===== config.mk =====
export PLATFORM = sky130hd
export DESIGN_NAME = fsm_bit_stream_driver
export DESIGN_NICKNAME = d
export VERILOG_FILES = /design/src/rtl/fsm_bit_stream_driver.sv
export SDC_FILE = /design/constraint.sdc
export NUM_CORES = 1
export LEC_CHECK = 0
export ABC_AREA = 1
export BUFFER_PORTS_ARGS = -buffer_cell sky130_fd_sc_hd__buf_2
export CORE_MARGIN = 10
export CORE_UTILIZATION = 40
export DETAILED_ROUTE_END_ITERATION = 8
export PLACE_DENSITY_LB_ADDON = 0.05
export SETUP_SLACK_MARGIN = 0.02
export SYNTH_ARGS = -nofsm -noshare
export SYNTH_HDL_FRONTEND = slang
export SYNTH_SLANG_ARGS = --single-unit

===== constraint.sdc =====
create_clock -name clk -period 2 [get_ports clk]
set_clock_uncertainty 0.05 [all_clocks]
set_input_delay 0.4 -clock clk [delete_from_list [all_inputs] [get_ports clk]]
set_output_delay 0.4 -clock clk [all_outputs]
set_load 0.05 [all_outputs]

===== src/rtl/fsm_bit_stream_driver.sv =====
// ============================================================================
// fsm_bit_stream_driver : serialises words MSB-first into an external FSM and
// reports per-word y-code hits. Optional macro: FSM_DRIVER_RESTART_EN.
// Revision: 1.0
// ============================================================================
`default_nettype none

module fsm_bit_stream_driver #(
    parameter int         WIDTH   = 8,
    parameter logic [1:0] MATCH_Y = 2'b11,
    parameter int         CNT_W   = $clog2(WIDTH + 1)
) (
    input  logic             clk,
    input  logic             rst,
    input  logic [WIDTH-1:0] in_data,
    input  logic             in_valid,
`ifdef FSM_DRIVER_RESTART_EN
    input  logic             in_restart,
`endif
    output logic             in_ready,
    output logic [2:0]       s_out,
    output logic             x_out,
    input  logic [2:0]       n_in,
    input  logic [1:0]       y_in,
    output logic             out_valid,
    input  logic             out_ready,
    output logic [CNT_W-1:0] out_count,
    output logic [2:0]       out_state,
    output logic [1:0]       out_y
);

    typedef enum logic [1:0] {
        ST_IDLE   = 2'd0,
        ST_SHIFT  = 2'd1,
        ST_REPORT = 2'd2,
        ST_HOLD   = 2'd3
    } ctrl_t;

    localparam logic [CNT_W-1:0] C_IDX_LAST = CNT_W'(WIDTH - 1);

    ctrl_t            ctrl_q,   ctrl_d;
    logic [2:0]       fsm_q,    fsm_d;
    logic [WIDTH-1:0] shreg_q,  shreg_d;
    logic [CNT_W-1:0] idx_q,    idx_d;
    logic [CNT_W-1:0] hit_q,    hit_d;
    logic [CNT_W-1:0] ocnt_q,   ocnt_d;
    logic [2:0]       ostate_q, ostate_d;
    logic [1:0]       oy_q,     oy_d;
    logic             w_match;
    logic             w_restart;

`ifdef FSM_DRIVER_RESTART_EN
    assign w_restart = in_restart;
`else
    assign w_restart = 1'b0;
`endif

    assign w_match = (y_in == MATCH_Y);

    always_ff @(posedge clk) begin
        if (rst) begin
            ctrl_q   <= ST_IDLE;
            fsm_q    <= 3'b000;
            shreg_q  <= '0;
            idx_q    <= '0;
            hit_q    <= '0;
            ocnt_q   <= '0;
            ostate_q <= 3'b000;
            oy_q     <= 2'b00;
        end else begin
            ctrl_q   <= ctrl_d;
            fsm_q    <= fsm_d;
            shreg_q  <= shreg_d;
            idx_q    <= idx_d;
            hit_q    <= hit_d;
            ocnt_q   <= ocnt_d;
            ostate_q <= ostate_d;
            oy_q     <= oy_d;
        end
    end

    always_comb begin
        ctrl_d   = ctrl_q;
        fsm_d    = fsm_q;
        shreg_d  = shreg_q;
        idx_d    = idx_q;
        hit_d    = hit_q;
        ocnt_d   = ocnt_q;
        ostate_d = ostate_q;
        oy_d     = oy_q;

        case (ctrl_q)
            ST_IDLE: begin
                if (in_valid) begin
                    shreg_d = in_data;
                    idx_d   = '0;
                    hit_d   = '0;
                    ctrl_d  = ST_SHIFT;
                    if (w_restart) begin
                        fsm_d = 3'b000;
                    end
                end
            end
            ST_SHIFT: begin
                fsm_d   = n_in;
                shreg_d = {shreg_q[WIDTH-2:0], 1'b0};
                idx_d   = idx_q + CNT_W'(1);
                // On bit 0, y_in still reflects the state from before this word.
                if ((idx_q != '0) && w_match) begin
                    hit_d = hit_q + CNT_W'(1);
                end
                if (idx_q == C_IDX_LAST) begin
                    ctrl_d = ST_REPORT;
                end
            end
            ST_REPORT: begin
                hit_d    = hit_q + CNT_W'(w_match);
                ocnt_d   = hit_q + CNT_W'(w_match);
                ostate_d = fsm_q;
                oy_d     = y_in;
                ctrl_d   = ST_HOLD;
            end
            ST_HOLD: begin
                if (out_ready) begin
                    ctrl_d = ST_IDLE;
                end
            end
            default: begin
                ctrl_d = ST_IDLE;
            end
        endcase
    end

    assign in_ready  = (ctrl_q == ST_IDLE);
    assign out_valid = (ctrl_q == ST_HOLD);
    assign s_out     = fsm_q;
    assign x_out     = (ctrl_q == ST_SHIFT) ? shreg_q[WIDTH-1] : 1'b0;
    assign out_count = ocnt_q;
    assign out_state = ostate_q;
    assign out_y     = oy_q;

endmodule

`default_nettype wire


==> out/results.txt <==
The flow ran to the end, and the final reports show no timing, DRC or antenna violations. For the sequential area share after synthesis, the log shows 41.0%. The count of buffers added on input and output ports is 31. Using the TritonRoute via totals, the vias-per-cell ratio works out to 5.03. Timing would allow up to 0.538 GHz. Clock latency on the worst-skew pair, taken at its later pin, is 0.28 ns. The run gives 1.41 ns as the worst endpoint data arrival time. The logs give 194 for the synthesized instance count and 32 for the number of I/O pins. Synthesis produced a netlist with a net count of 221. The share of final-layout standard cells stronger than drive strength 1 came out at 23.8%. The x dimension of the die is 80.5 um, and the number of sinks on the clock net is 30. The initial utilization of the core area, before any placement, comes to 42.6%.

Measured against its own limit, the worst slew margin works out to 66.1%. Post-route core utilization: 50.3%. The library cell used as clock root buffer is sky130_fd_sc_hd__clkbuf_8. The analysis attributes to cell leakage a power of 0.817 nW. Across all layers, the routed design uses 1373 vias. The run gives 0.291 ns as the pre-CTS setup slack. The post-CTS setup buffer count came out at 0. On the final layout, the worst hold slack is 0.291 ns. Dividing the detail-routed wire length by the instance count gives 12.7 um.

Global routing consumed, over all layers together, 11.1% of the routing resources. Of all nets on the critical path, the largest fanout is 7. Number of flip-flops and latches in the synthesized netlist: 30. The post-synthesis cell type count came out at 28.

Setup violations remaining at the end of the flow were counted as 0. Setup repair after global routing left no endpoint under its margin. Synthesis-to-layout area growth: 18.2%. The measured slew at the worst slew-check pin is 0.508 ns, and the time the worst path needs with I/O delays and setup is 1.86 ns. The sum of routed wire length over all layers came out at 3.45 mm. The post-detailed-placement cell area came out at 0.00164 mm2. The tools report the kind of end point of the critical path as a primary output. 0 antenna diodes ended up in the layout.

Iteration-0 DRC count of the detailed router: 124. The first global-routing pass estimated 5.83 mm of wire. The initial antenna violation count is 0. The total global routing overflow came out at 0. For the HPWL reported at the end of detailed placement, the log shows 2.58 mm. The first-pass detailed-route iteration total is 4, and the post-route fraction of the period consumed by the critical path is 93.0%. The least setup slack across all paths after layout is 0.141 ns, and the max-slew violation count is 0.

CTS built an H-tree with a depth of 2. The clock passes through at most 2 buffers. After clock tree synthesis, the clock-pin slew on the worst setup and hold paths is 0.06 ns. In this run the power density over the cells is 1430 mW/mm2. For the final routed database, the setup TNS stands at 0 ns. The count of final hold-check violations is 0, and the overall die height is 80.5 um. For the pin count of the biggest net entering global routing, the log shows 20.

For the detailed-route DRC error count, the log shows 0. The cell area that synthesis handed to floorplanning was 0.00147 mm2. The type of the tightest min-delay check was input pin to register. The logs give 0.00344 mm2 for the floorplan core area and 253 for the final net count. The via count of the first global-routing pass is 1338. TritonCTS built the clock tree. The max-cap check violation count is 0. During synthesis, Yosys emitted a total of 0 warnings.

For the cell row count, the log shows 21. The kind of start point of the critical path is a register. The run gives 1.55 ns as the required time at the worst-slack endpoint. After synthesis, the mean cell area works out to 7.55 um2. The global placer's final weighted congestion was 0.807. The cell area after layout is 0.00173 mm2.

Kind of critical path: register to primary output. The run gives 5 as the clock buffer count from CTS. The worst-case IR drop observed on VDD is 0.000559 V. The die covers 0.00648 mm2.

The detail route stage leaves a number of antenna-violating nets equal to 0.
==> logic make-up after synthesis <==
group / share of synthesized area, %
buffers and inverters: 8.79
and+or+nand+nor: 23.7
xor gates and xnor gates: 0.598
DFF: 41.0
AOI/OAI and AO/OA: 17.3
adders and majority gates: 8.54
==> worst paths after layout <==
| path | startpoint | to | slack (ns) | cells past startpoint |
|---|---|---|---|---|
| hold reg to reg | out_count[2]$_SDFFE_PP0N_ | out_count[2]$_SDFFE_PP0N_ | 0.41 | 2 |
| setup reg to reg | ctrl_q[0]$_SDFFE_PP0P_ | shreg_q[1]$_SDFFE_PP0P_ | 0.28 | 8 |
| hold / removal | n_in[1] | s_out[1]$_SDFFE_PP0P_ | 0.29 | 3 |
| setup / recovery | ctrl_q[1]$_SDFFE_PP0P_ | x_out | 0.14 | 5 |
==> cells in the mapped netlist (all sizes together) <==
| library cell | number | area [um2] |
|---|---|---|
| nor2 | 26 | 108 |
| o21ai | 23 | 119 |
| buf | 6 | 53.8 |
| a21oi | 16 | 91.3 |
| nand4 | 1 | 6.26 |
| a31oi | 7 | 43.8 |
| inv | 15 | 58.8 |
| and3 | 1 | 6.26 |
| clkbuf | 4 | 16.3 |
| nand2 | 46 | 175 |
| ha | 10 | 125 |
| xnor2 | 1 | 8.76 |
| dfxtp | 30 | 601 |
| nand3 | 4 | 20.0 |
| nand3b | 1 | 7.51 |
| nor3 | 3 | 25.0 |
==> registers in the layout, indices dropped and copies added (netlist names) <==
signal / flops
out_y: 2
hit_q: 4
shreg_q: 8
s_out: 3
idx_q: 4
ctrl_q: 2
out_state: 3
out_count: 4
==> placed cells by master, fill, tap and decap left out, types with 6 or more instances in the layout <==
cell type / n
sky130_fd_sc_hd__a21oi_1: 15
sky130_fd_sc_hd__a31oi_1: 7
sky130_fd_sc_hd__nand2_1: 45
sky130_fd_sc_hd__dfxtp_1: 30
sky130_fd_sc_hd__clkbuf_8: 6
sky130_fd_sc_hd__inv_1: 11
sky130_fd_sc_hd__buf_2: 31
sky130_fd_sc_hd__nor2_1: 24
sky130_fd_sc_hd__o21ai_0: 21
sky130_fd_sc_hd__ha_1: 9
==> stage by stage <==
step	power, W	std cells
floorplan	0.00177	194
global placement	0.00197	265
detailed placement	0.00200	265
CTS	0.00250	273
global route	0.00266	273
finish	0.00248	273
==> metal layers <==
metal	vias to the layer above	global-route usage [%]	wire length, um
met3	4	4.23	244
li1	698	-	-
met2	44	18.9	1720
met1	627	12.1	1440
met4	0	4.23	45
met5	-	0	0
==> what timing repair did <==
| action | in CTS | in global routing |
|---|---|---|
| gates resized for setup | 0 | 1 |
| endpoints found under the setup margin | 0 | 1 |
| hold buffers | 0 | 0 |
==> where the power goes <==
part           switching (W)  internal (W)  leakage, nW
clock               0.000224      0.000277       0.0482
sequential         0.0000971      0.000753        0.246
combinational       0.000807      0.000320        0.523
total                0.00113       0.00135        0.817
==> layout make-up <==
type	count	area, um2
clock inverter	1	5.00
tap	46	57.6
clock buffer	7	86.3
fill	346	1710
multi-input combinational	139	738
sequential	30	601
timing repair buffer	35	185
inverter	15	58.8
==> worst max-delay path, cell delays in order, from the launching register on <==
cell	delay (ns)
sky130_fd_sc_hd__dfxtp_1	0.34
sky130_fd_sc_hd__inv_1	0.11
sky130_fd_sc_hd__ha_2	0.29
sky130_fd_sc_hd__nand2_1	0.08
sky130_fd_sc_hd__inv_1	0.05
sky130_fd_sc_hd__buf_2	0.25
Power figures use the tool's default switching activity.
